===== src/rtl/multicycle_controller.sv =====
// Main control FSM for the multicycle RV32I-subset datapath (Fetch/Decode/Execute/Memory/Writeback).
// Define ILLEGAL_TRAP_EN to build the TRAP state; otherwise unknown opcodes retire as NOPs.
module multicycle_controller #(
  parameter int MEM_LAT = 0
) (
  input  logic       clk,
  input  logic       reset,
  input  logic [6:0] op,
  input  logic [2:0] funct3,
  input  logic       funct7b5,
  input  logic       Zero,
  output logic       PCWrite,
  output logic       AdrSrc,
  output logic       MemWrite,
  output logic       IRWrite,
  output logic [1:0] ResultSrc,
  output logic [1:0] ALUSrcA,
  output logic [1:0] ALUSrcB,
  output logic [2:0] ALUControl,
  output logic [1:0] ImmSrc,
  output logic       RegWrite,
  output logic       illegal,
  output logic [3:0] o_dbg_state
);

  localparam logic [3:0] S_FETCH    = 4'd0;
  localparam logic [3:0] S_DECODE   = 4'd1;
  localparam logic [3:0] S_MEMADR   = 4'd2;
  localparam logic [3:0] S_MEMREAD  = 4'd3;
  localparam logic [3:0] S_MEMWB    = 4'd4;
  localparam logic [3:0] S_MEMWRITE = 4'd5;
  localparam logic [3:0] S_EXECR    = 4'd6;
  localparam logic [3:0] S_EXECI    = 4'd7;
  localparam logic [3:0] S_ALUWB    = 4'd8;
  localparam logic [3:0] S_BEQ      = 4'd9;
  localparam logic [3:0] S_JAL      = 4'd10;
`ifdef ILLEGAL_TRAP_EN
  localparam logic [3:0] S_TRAP     = 4'd11;
`endif

  localparam logic [6:0] OP_LW   = 7'b0000011;
  localparam logic [6:0] OP_SW   = 7'b0100011;
  localparam logic [6:0] OP_R    = 7'b0110011;
  localparam logic [6:0] OP_I    = 7'b0010011;
  localparam logic [6:0] OP_BEQ  = 7'b1100011;
  localparam logic [6:0] OP_JAL  = 7'b1101111;

  localparam logic [2:0] LAT = 3'(MEM_LAT);

  logic [3:0] r_state;
  logic [2:0] r_wait;
  logic [3:0] w_next;
  logic [3:0] w_state;
  logic       w_wait_done;
  logic       w_holding;
  logic [2:0] w_alu_func;

  assign w_wait_done = (r_wait == LAT);
  assign w_holding   = ((r_state == S_FETCH) || (r_state == S_MEMREAD)) && !w_wait_done;
  // Outputs during reset read as FETCH, with the strobes masked further down.
  assign w_state     = reset ? S_FETCH : r_state;
  assign o_dbg_state = r_state;

  always_comb begin
    w_next = r_state;
    case (r_state)
      S_FETCH:    if (w_wait_done) w_next = S_DECODE;
      S_DECODE: begin
        case (op)
          OP_LW, OP_SW: w_next = S_MEMADR;
          OP_R:         w_next = S_EXECR;
          OP_I:         w_next = S_EXECI;
          OP_BEQ:       w_next = S_BEQ;
          OP_JAL:       w_next = S_JAL;
`ifdef ILLEGAL_TRAP_EN
          default:      w_next = S_TRAP;
`else
          default:      w_next = S_FETCH;
`endif
        endcase
      end
      S_MEMADR:   w_next = op[5] ? S_MEMWRITE : S_MEMREAD;
      S_MEMREAD:  if (w_wait_done) w_next = S_MEMWB;
      S_EXECR:    w_next = S_ALUWB;
      S_EXECI:    w_next = S_ALUWB;
      S_JAL:      w_next = S_ALUWB;
      S_MEMWB:    w_next = S_FETCH;
      S_MEMWRITE: w_next = S_FETCH;
      S_ALUWB:    w_next = S_FETCH;
      S_BEQ:      w_next = S_FETCH;
`ifdef ILLEGAL_TRAP_EN
      S_TRAP:     w_next = S_TRAP;
`endif
      default:    w_next = S_FETCH;
    endcase
  end

  always_ff @(posedge clk) begin
    if (reset) begin
      r_state <= S_FETCH;
      r_wait  <= 3'd0;
    end else begin
      r_state <= w_next;
      r_wait  <= w_holding ? (r_wait + 3'd1) : 3'd0;
    end
  end

  always_comb begin
    w_alu_func = 3'b000;
    case (funct3)
      3'b000:  w_alu_func = (op[5] && funct7b5) ? 3'b001 : 3'b000;
      3'b010:  w_alu_func = 3'b101;
      3'b110:  w_alu_func = 3'b011;
      3'b111:  w_alu_func = 3'b010;
      default: w_alu_func = 3'b000;
    endcase
  end

  always_comb begin
    ImmSrc = 2'b00;
    case (op)
      OP_SW:   ImmSrc = 2'b01;
      OP_BEQ:  ImmSrc = 2'b10;
      OP_JAL:  ImmSrc = 2'b11;
      default: ImmSrc = 2'b00;
    endcase
  end

  always_comb begin
    PCWrite    = 1'b0;
    AdrSrc     = 1'b0;
    MemWrite   = 1'b0;
    IRWrite    = 1'b0;
    ResultSrc  = 2'b00;
    ALUSrcA    = 2'b00;
    ALUSrcB    = 2'b00;
    ALUControl = 3'b000;
    RegWrite   = 1'b0;
    illegal    = 1'b0;
    case (w_state)
      S_FETCH: begin
        ALUSrcB   = 2'b10;
        ResultSrc = 2'b10;
        IRWrite   = w_wait_done;
        PCWrite   = w_wait_done;
      end
      S_DECODE: begin
        ALUSrcA = 2'b01;
        ALUSrcB = 2'b01;
      end
      S_MEMADR: begin
        ALUSrcA = 2'b10;
        ALUSrcB = 2'b01;
      end
      S_MEMREAD:  AdrSrc = 1'b1;
      S_MEMWB: begin
        ResultSrc = 2'b01;
        RegWrite  = 1'b1;
      end
      S_MEMWRITE: begin
        AdrSrc   = 1'b1;
        MemWrite = 1'b1;
      end
      S_EXECR: begin
        ALUSrcA    = 2'b10;
        ALUControl = w_alu_func;
      end
      S_EXECI: begin
        ALUSrcA    = 2'b10;
        ALUSrcB    = 2'b01;
        ALUControl = w_alu_func;
      end
      S_ALUWB:    RegWrite = 1'b1;
      S_BEQ: begin
        ALUSrcA    = 2'b10;
        ALUControl = 3'b001;
        PCWrite    = Zero;
      end
      S_JAL: begin
        ALUSrcA = 2'b01;
        ALUSrcB = 2'b10;
        PCWrite = 1'b1;
      end
`ifdef ILLEGAL_TRAP_EN
      S_TRAP:     illegal = 1'b1;
`endif
      default: ;
    endcase
    if (reset) begin
      PCWrite = 1'b0;
      IRWrite = 1'b0;
    end
  end

endmodule


===== config.mk =====
export PLATFORM = sky130hd
export DESIGN_NAME = multicycle_controller
export DESIGN_NICKNAME = d
export VERILOG_FILES = /design/src/rtl/multicycle_controller.sv
export SDC_FILE = /design/constraint.sdc
export NUM_CORES = 1
export LEC_CHECK = 0
export CAP_MARGIN = 25
export CORE_MARGIN = 2
export CORE_UTILIZATION = 30
export CTS_CLUSTER_DIAMETER = 120
export DETAILED_ROUTE_END_ITERATION = 10
export HOLD_SLACK_MARGIN = 0.15
export PLACE_DENSITY_LB_ADDON = 0.3
export SYNTH_ARGS = -nofsm -noshare
export SYNTH_HDL_FRONTEND = slang
export SYNTH_SLANG_ARGS = --single-unit

===== constraint.sdc =====
create_clock -name clk -period 3.1 [get_ports clk]
set_input_delay 0.465 -clock clk [delete_from_list [all_inputs] [get_ports clk]]
set_output_delay 0.465 -clock clk [all_outputs]
set_load 0.01 [all_outputs]

==> metrics.yaml, run 1 <==
status: "finished, final reports clean"
h_tree_depth: 1
rsz0062_at_grt: "no"
ff2ff_path_depth: 4
placed_cells: 151
layout.filler_cells: 240
synth_cell_type_count: 42
wirelength_met1_um: 866
final.period_utilization: 0.8170
setup_total_negative_slack_ns: 0
max_clock_freq_ghz: 0.3948
grt_remaining_overflow: 0
startpoint_type: "input port"
post-route-min-period_ns: 2.533
timing.max_cap.violations: 0
synth-async-reset-ratio: 0
clock_skew_ns: 0.0008402
place_worst_setup_slack_ns: 0.5627
ioPinCount: 35
timing.critical_path.fanout_max: 6
synth.top_cells.by_count: "14 x nor2_1, 8 x nor3_1, 7 x dfxtp_1"
grt_max_degree: 16
final_hold_viol_count: 0
rows: 17
ys_dominant_reg_cell: "dfxtp_1"
crit_path_max_incr_delay_ns: 0.57
cp-end-kind: "output port"
timing.critical_path.depth: 4
cts_hold_buf: 0
dpl.hpwl_mm: 1.410
layout_setup_ws_ns: 0.5672
drive_gt1_frac: 0.1024
initialDrtViolationCount: 13
synth_sequential_area_ratio: 0.1989
antenna_found_initial: 0
floorplan.die_area_um2: 2752
synth_area_um2: 704.4
hold_path.class: "register to register"
avgViaCountPerCell: 4.935
syn_nets: 111
io_buffer_count: 33
top_signal_layer_used: "met3"
critPathRequiredTime_ns: 2.63
worst_skew_late_latency_ns: 0.24
die_extent_in_y_um: 52.46
postCtsResizedCells: 0
slew_violations: 0
cts_tree: "built"
drcViolationCount: 0
arrival_ns: 2.07
synth_enable_flop_cells: 0
design.final.nets: 144
cts_sinks: 7
synth_seq_cells: 7
floorplan.initialDensity: 0.3184
min_delay_path_depth: 1
routed_length_on_met3_um: 79
synthesis.yosys.warnings: 0
synth_most_common_cell: "nor2_1"
layoutNonFillerInstCount: 155
power.density_nw_per_um2: 229.7
synth_top_area_share: 0.1989
globalplace.congestion: 0.7741
power.static_leakage_nw: 0.3885
cts_inserted_buffers: 3
num_vias: 765
floorplan.die.width_um: 52.46
diodes: 0
placeableCoreArea_um2: 2212
area_growth_pct: 51.51
grtUsageTotal: 0.1400
slew-limit-headroom: 0.6370
detail_route.wirelength_mm: 1.827
post_synth_inst_count: 95
drt-pass1-iter-count: 4
drt-wirelength-per-cell_um: 11.79
worst_path_dominant_cell_family: "buffers and inverters"
multi_input_comb_area_um2: 505.5
clkTransAtPathRegs_ns: 0.05
finalSetupViolCount: 0
cp_slowest_cell: "clkdlybuf4s50_1"
post_synth.cell_area_avg_um2: 7.415
dr_wl_met2_um: 880
timing.setup.critical_path_class: "input port to output port"
path_cells: "clkdlybuf4s50_1, or3_1, o32ai_1, clkdlybuf4s50_1"
worst_pin_slew_ns: 0.5437
number_of_nets_with_antenna_violations_after_routing: 0
first_global_vias: 727
clockBufferDepth: 2
critical_path.n_buffers_inverters: 2
critPathMostFrequentCell: "clkdlybuf4s50_1"
synthDominantAreaCellType: "dfxtp_1"
grt_first_pass_wirelength_mm: 3.036
ir_drop_mv: 0.1250
clock_tree.root_cell: "clkbuf_4"
cts.repair_timing.setup_buffer_count: 0
post_synth_main_area_contributors: "dfxtp_1 20%, nor2_1 7.5%, nor3_1 5.7%"
register_area_um2: 140.1
-- per-stage QoR --
step / power, W / util / area (um2) / hold WS, ns
after floorplan: 0.0001296 / - / 704.4 / 0.4173
after global placement: 0.0001674 / 0.4706 / 1041 / 0.4321
after detailed placement: 0.0001675 / 0.4706 / 1041 / 0.4481
after CTS: 0.0002470 / 0.4825 / 1067 / 0.4596
after global routing: 0.0002596 / 0.4825 / 1067 / 0.4797
final: 0.0002451 / 0.4825 / 1067 / 0.4505
-- worst paths after layout --
check | from | endpoint | slack, ns
setup / recovery | reset | PCWrite | 0.57
hold / removal | r_wait[0] | r_wait[0] | 0.45
setup reg to reg | o_dbg_state[1] | o_dbg_state[1] | 1.45
hold reg to reg | r_wait[0] | r_wait[0] | 0.45
-- report_power, final --
part	internal, W	leakage, nW	total (W)	switching [W]
combinational	0.0000405	0.317	0.0000694	0.0000290
sequential	0.0000914	0.0567	0.0000964	0.00000502
clock	0.0000489	0.0150	0.0000793	0.0000304
-- kinds of logic (layout without fill, tap and decap cells) --
family	Yosys count	in the layout	synth area share
buf+inv	12	44	0.08347
compound gates	22	22	0.2274
xor+xnor	3	3	0.03731
other cells	1	1	0.005323
fa+ha+maj	2	2	0.03552
simple gates	47	47	0.3979
mux	1	1	0.01421
flops	7	7	0.1989
-- state kept, by name, indices dropped and copies added (netlist names) --
signal,flops
r_wait,3
o_dbg_state,4
-- layout make-up --
class,instances,share of cell area
clock buffer,4,0.02462
inverter,6,0.02110
multi-input combinational,76,0.4736
sequential,7,0.1313
tap,28,0.03283
timing repair buffer,34,0.3165
-- metal layers --
metal	up-vias	track usage
met5	-	0
li1	400	-
met2	18	0.2521
met1	347	0.1759
met3	0	0.02000
met4	0	0.02564
-- layout by cell type (no fill, tap or decap), types with 2 or more instances in the layout --
master           count
clkdlybuf4s50_1     33
nand2_1              4
nand2b_1             4
nor3_1               8
a31oi_1              3
ha_1                 2
xnor2_1              3
a21oi_1              6
inv_1                5
and3_1               4
clkbuf_4             3
nor2_1              14
o21ai_0              2
dfxtp_1              7
a21o_1               3
(Power assumes the default switching activity.)
==> run 2: changes to the inputs <==
Clock period 3.1 ns to 2.3 ns, I/O delays scaled along.
==> metrics.yaml, run 2 (same netlist as run 1, synthesis figures left out) <==
status: "finished, final reports clean"
drt-wirelength-per-cell_um: 12.79
cts_tree: "built"
ir_drop_mv: 0.1477
antenna_found_initial: 0
power.density_nw_per_um2: 300.2
design.final.nets: 152
clock_tree.root_cell: "clkbuf_4"
crit_path_max_incr_delay_ns: 0.56
avgViaCountPerCell: 5.153
final_cell_mix: "31 x clkdlybuf4s50_1, 13 x nor2_1, 9 x buf_4"
number_of_nets_with_antenna_violations_after_routing: 0
arrival_ns: 1.89
initialDrtViolationCount: 16
m1_gr_usage: 0.2100
worst_path_dominant_cell_family: "buffers and inverters"
globalplace.congestion: 0.7923
layout.filler_cells: 230
cts_hold_buf: 0
cp_slowest_cell: "clkdlybuf4s50_1"
h_tree_depth: 1
clock_skew_ns: 0.001480
gr-max-usage-layer: "met2"
power.static_leakage_nw: 0.4682
post-route-min-period_ns: 2.233
cts_sinks: 7
timing.critical_path.depth: 5
floorplan.die_area_um2: 2752
register_area_um2: 147.6
final_hold_viol_count: 0
setup_total_negative_slack_ns: 0
pnr_total_power_w: 0.0003464
floorplan.die.width_um: 52.46
slew_violations: 0
timing.max_cap.violations: 0
io_buffer_count: 33
placed_cells: 159
critPathRequiredTime_ns: 1.96
num_vias: 840
largest_reg_flops: 4
timing.setup.critical_path_class: "input port to output port"
max_clock_freq_ghz: 0.4478
final_design_area_no_fill_um2: 1154
dpl.hpwl_mm: 1.586
ff2ff_path_depth: 6
hold_path.class: "register to register"
floorplan.initialDensity: 0.3184
gr-usage-met2: 0.2813
grt_remaining_overflow: 0
placeableCoreArea_um2: 2212
drcViolationCount: 0
first_global_vias: 787
drive_gt1_frac: 0.2074
worst_skew_late_latency_ns: 0.25
path_cells: "clkdlybuf4s50_1, nor2_2, nand4_1, nor3_1, clkdlybuf4s50_1"
rows: 17
multi_input_comb_area_um2: 518.0
diodes: 0
min_delay_path_depth: 1
timing.critical_path.fanout_max: 5
drt-pass1-iter-count: 4
startpoint_type: "input port"
final.period_utilization: 0.9709
postPlaceCellArea_um2: 1101
grt_first_pass_wirelength_mm: 3.422
die_extent_in_y_um: 52.46
cts_inserted_buffers: 3
clkTransAtPathRegs_ns: 0.06
grt_use_met3: 0.04000
ioPinCount: 35
grt_max_degree: 13
area_growth_pct: 63.77
layoutNonFillerInstCount: 163
layout_commonest_cell: "clkdlybuf4s50_1"
clockBufferDepth: 2
grtUsageTotal: 0.1660
critical_path.n_buffers_inverters: 2
finalSetupViolCount: 0
detail_route.wirelength_mm: 2.084
critPathMostFrequentCell: "clkdlybuf4s50_1"
cp-end-kind: "output port"
[run 2: cell count changes in the layout (fill, tap and decap cells not counted), moves of 2 or more]
cell             previous run  this run
buf_4                       1         9
dfxtp_1                     7         3
dfxtp_2                     0         3
clkdlybuf4s50_1            33        31
dlymetal6s2s_1              0         2
[run 2: worst register-to-register path, delay by kind of cell (launching register included)]
family	cells	cell delay, ns
adders and majority gates	1	0.18
and+or+nand+nor	3	0.75
AOI/OAI and AO/OA	1	0.06
buffers and inverters	1	0.06
DFF	1	0.36
[run 2: path summary, 6_finish.rpt]
path	startpoint	to	slack, ns
setup / recovery	reset	ALUControl[2]	0.07
hold / removal	r_wait[0]	r_wait[0]	0.45
setup reg to reg	r_wait[0]	o_dbg_state[1]	0.78
hold reg to reg	r_wait[0]	r_wait[0]	0.45
[run 2: final cells by class]
| type | instances | area share |
|---|---|---|
| clock buffer | 3 | 0.01952 |
| clock inverter | 1 | 0.004338 |
| inverter | 6 | 0.01952 |
| multi-input combinational | 76 | 0.4490 |
| sequential | 7 | 0.1280 |
| tap | 28 | 0.03037 |
| timing repair buffer | 42 | 0.3492 |
[run 2: metal layers]
layer	vias to the layer above	part of all wire
met5	-	0
li1	418	-
met4	0	0
met3	0	0.060
met1	393	0.45
met2	29	0.49
[run 2: what timing repair did]
action / 4_1_cts / 5_1_grt
buffers inserted: 0 / 0
endpoints found under the setup margin: 3 / 9
gates resized for setup: 1 / 9
[run 2: where the power goes]
group	switching (W)	total (W)	leakage, nW	internal, W
combinational	0.0000434	0.000106	0.392	0.0000623
clock	0.0000499	0.000114	0.0177	0.0000637
sequential	0.00000472	0.000127	0.0587	0.000122
total	0.0000980	0.000346	0.468	0.000248
[run 2: metrics by stage]
step                      setup WS [ns]  hold WS (ns)    util
after floorplan                  0.6869        0.4173       -
after global placement          0.06479        0.4299  0.4977
after detailed placement        0.05788        0.4413  0.4977
after CTS                      0.005010        0.4525  0.5107
after global routing          -0.006737        0.4730  0.5215
final                           0.06700        0.4547  0.5215
==> run 3: changes to the inputs <==
Settings changed: CTS_CLUSTER_SIZE set to 12.
==> results of run 3 <==
No change in the layout: final DEF, timing and power equal those of run 2.
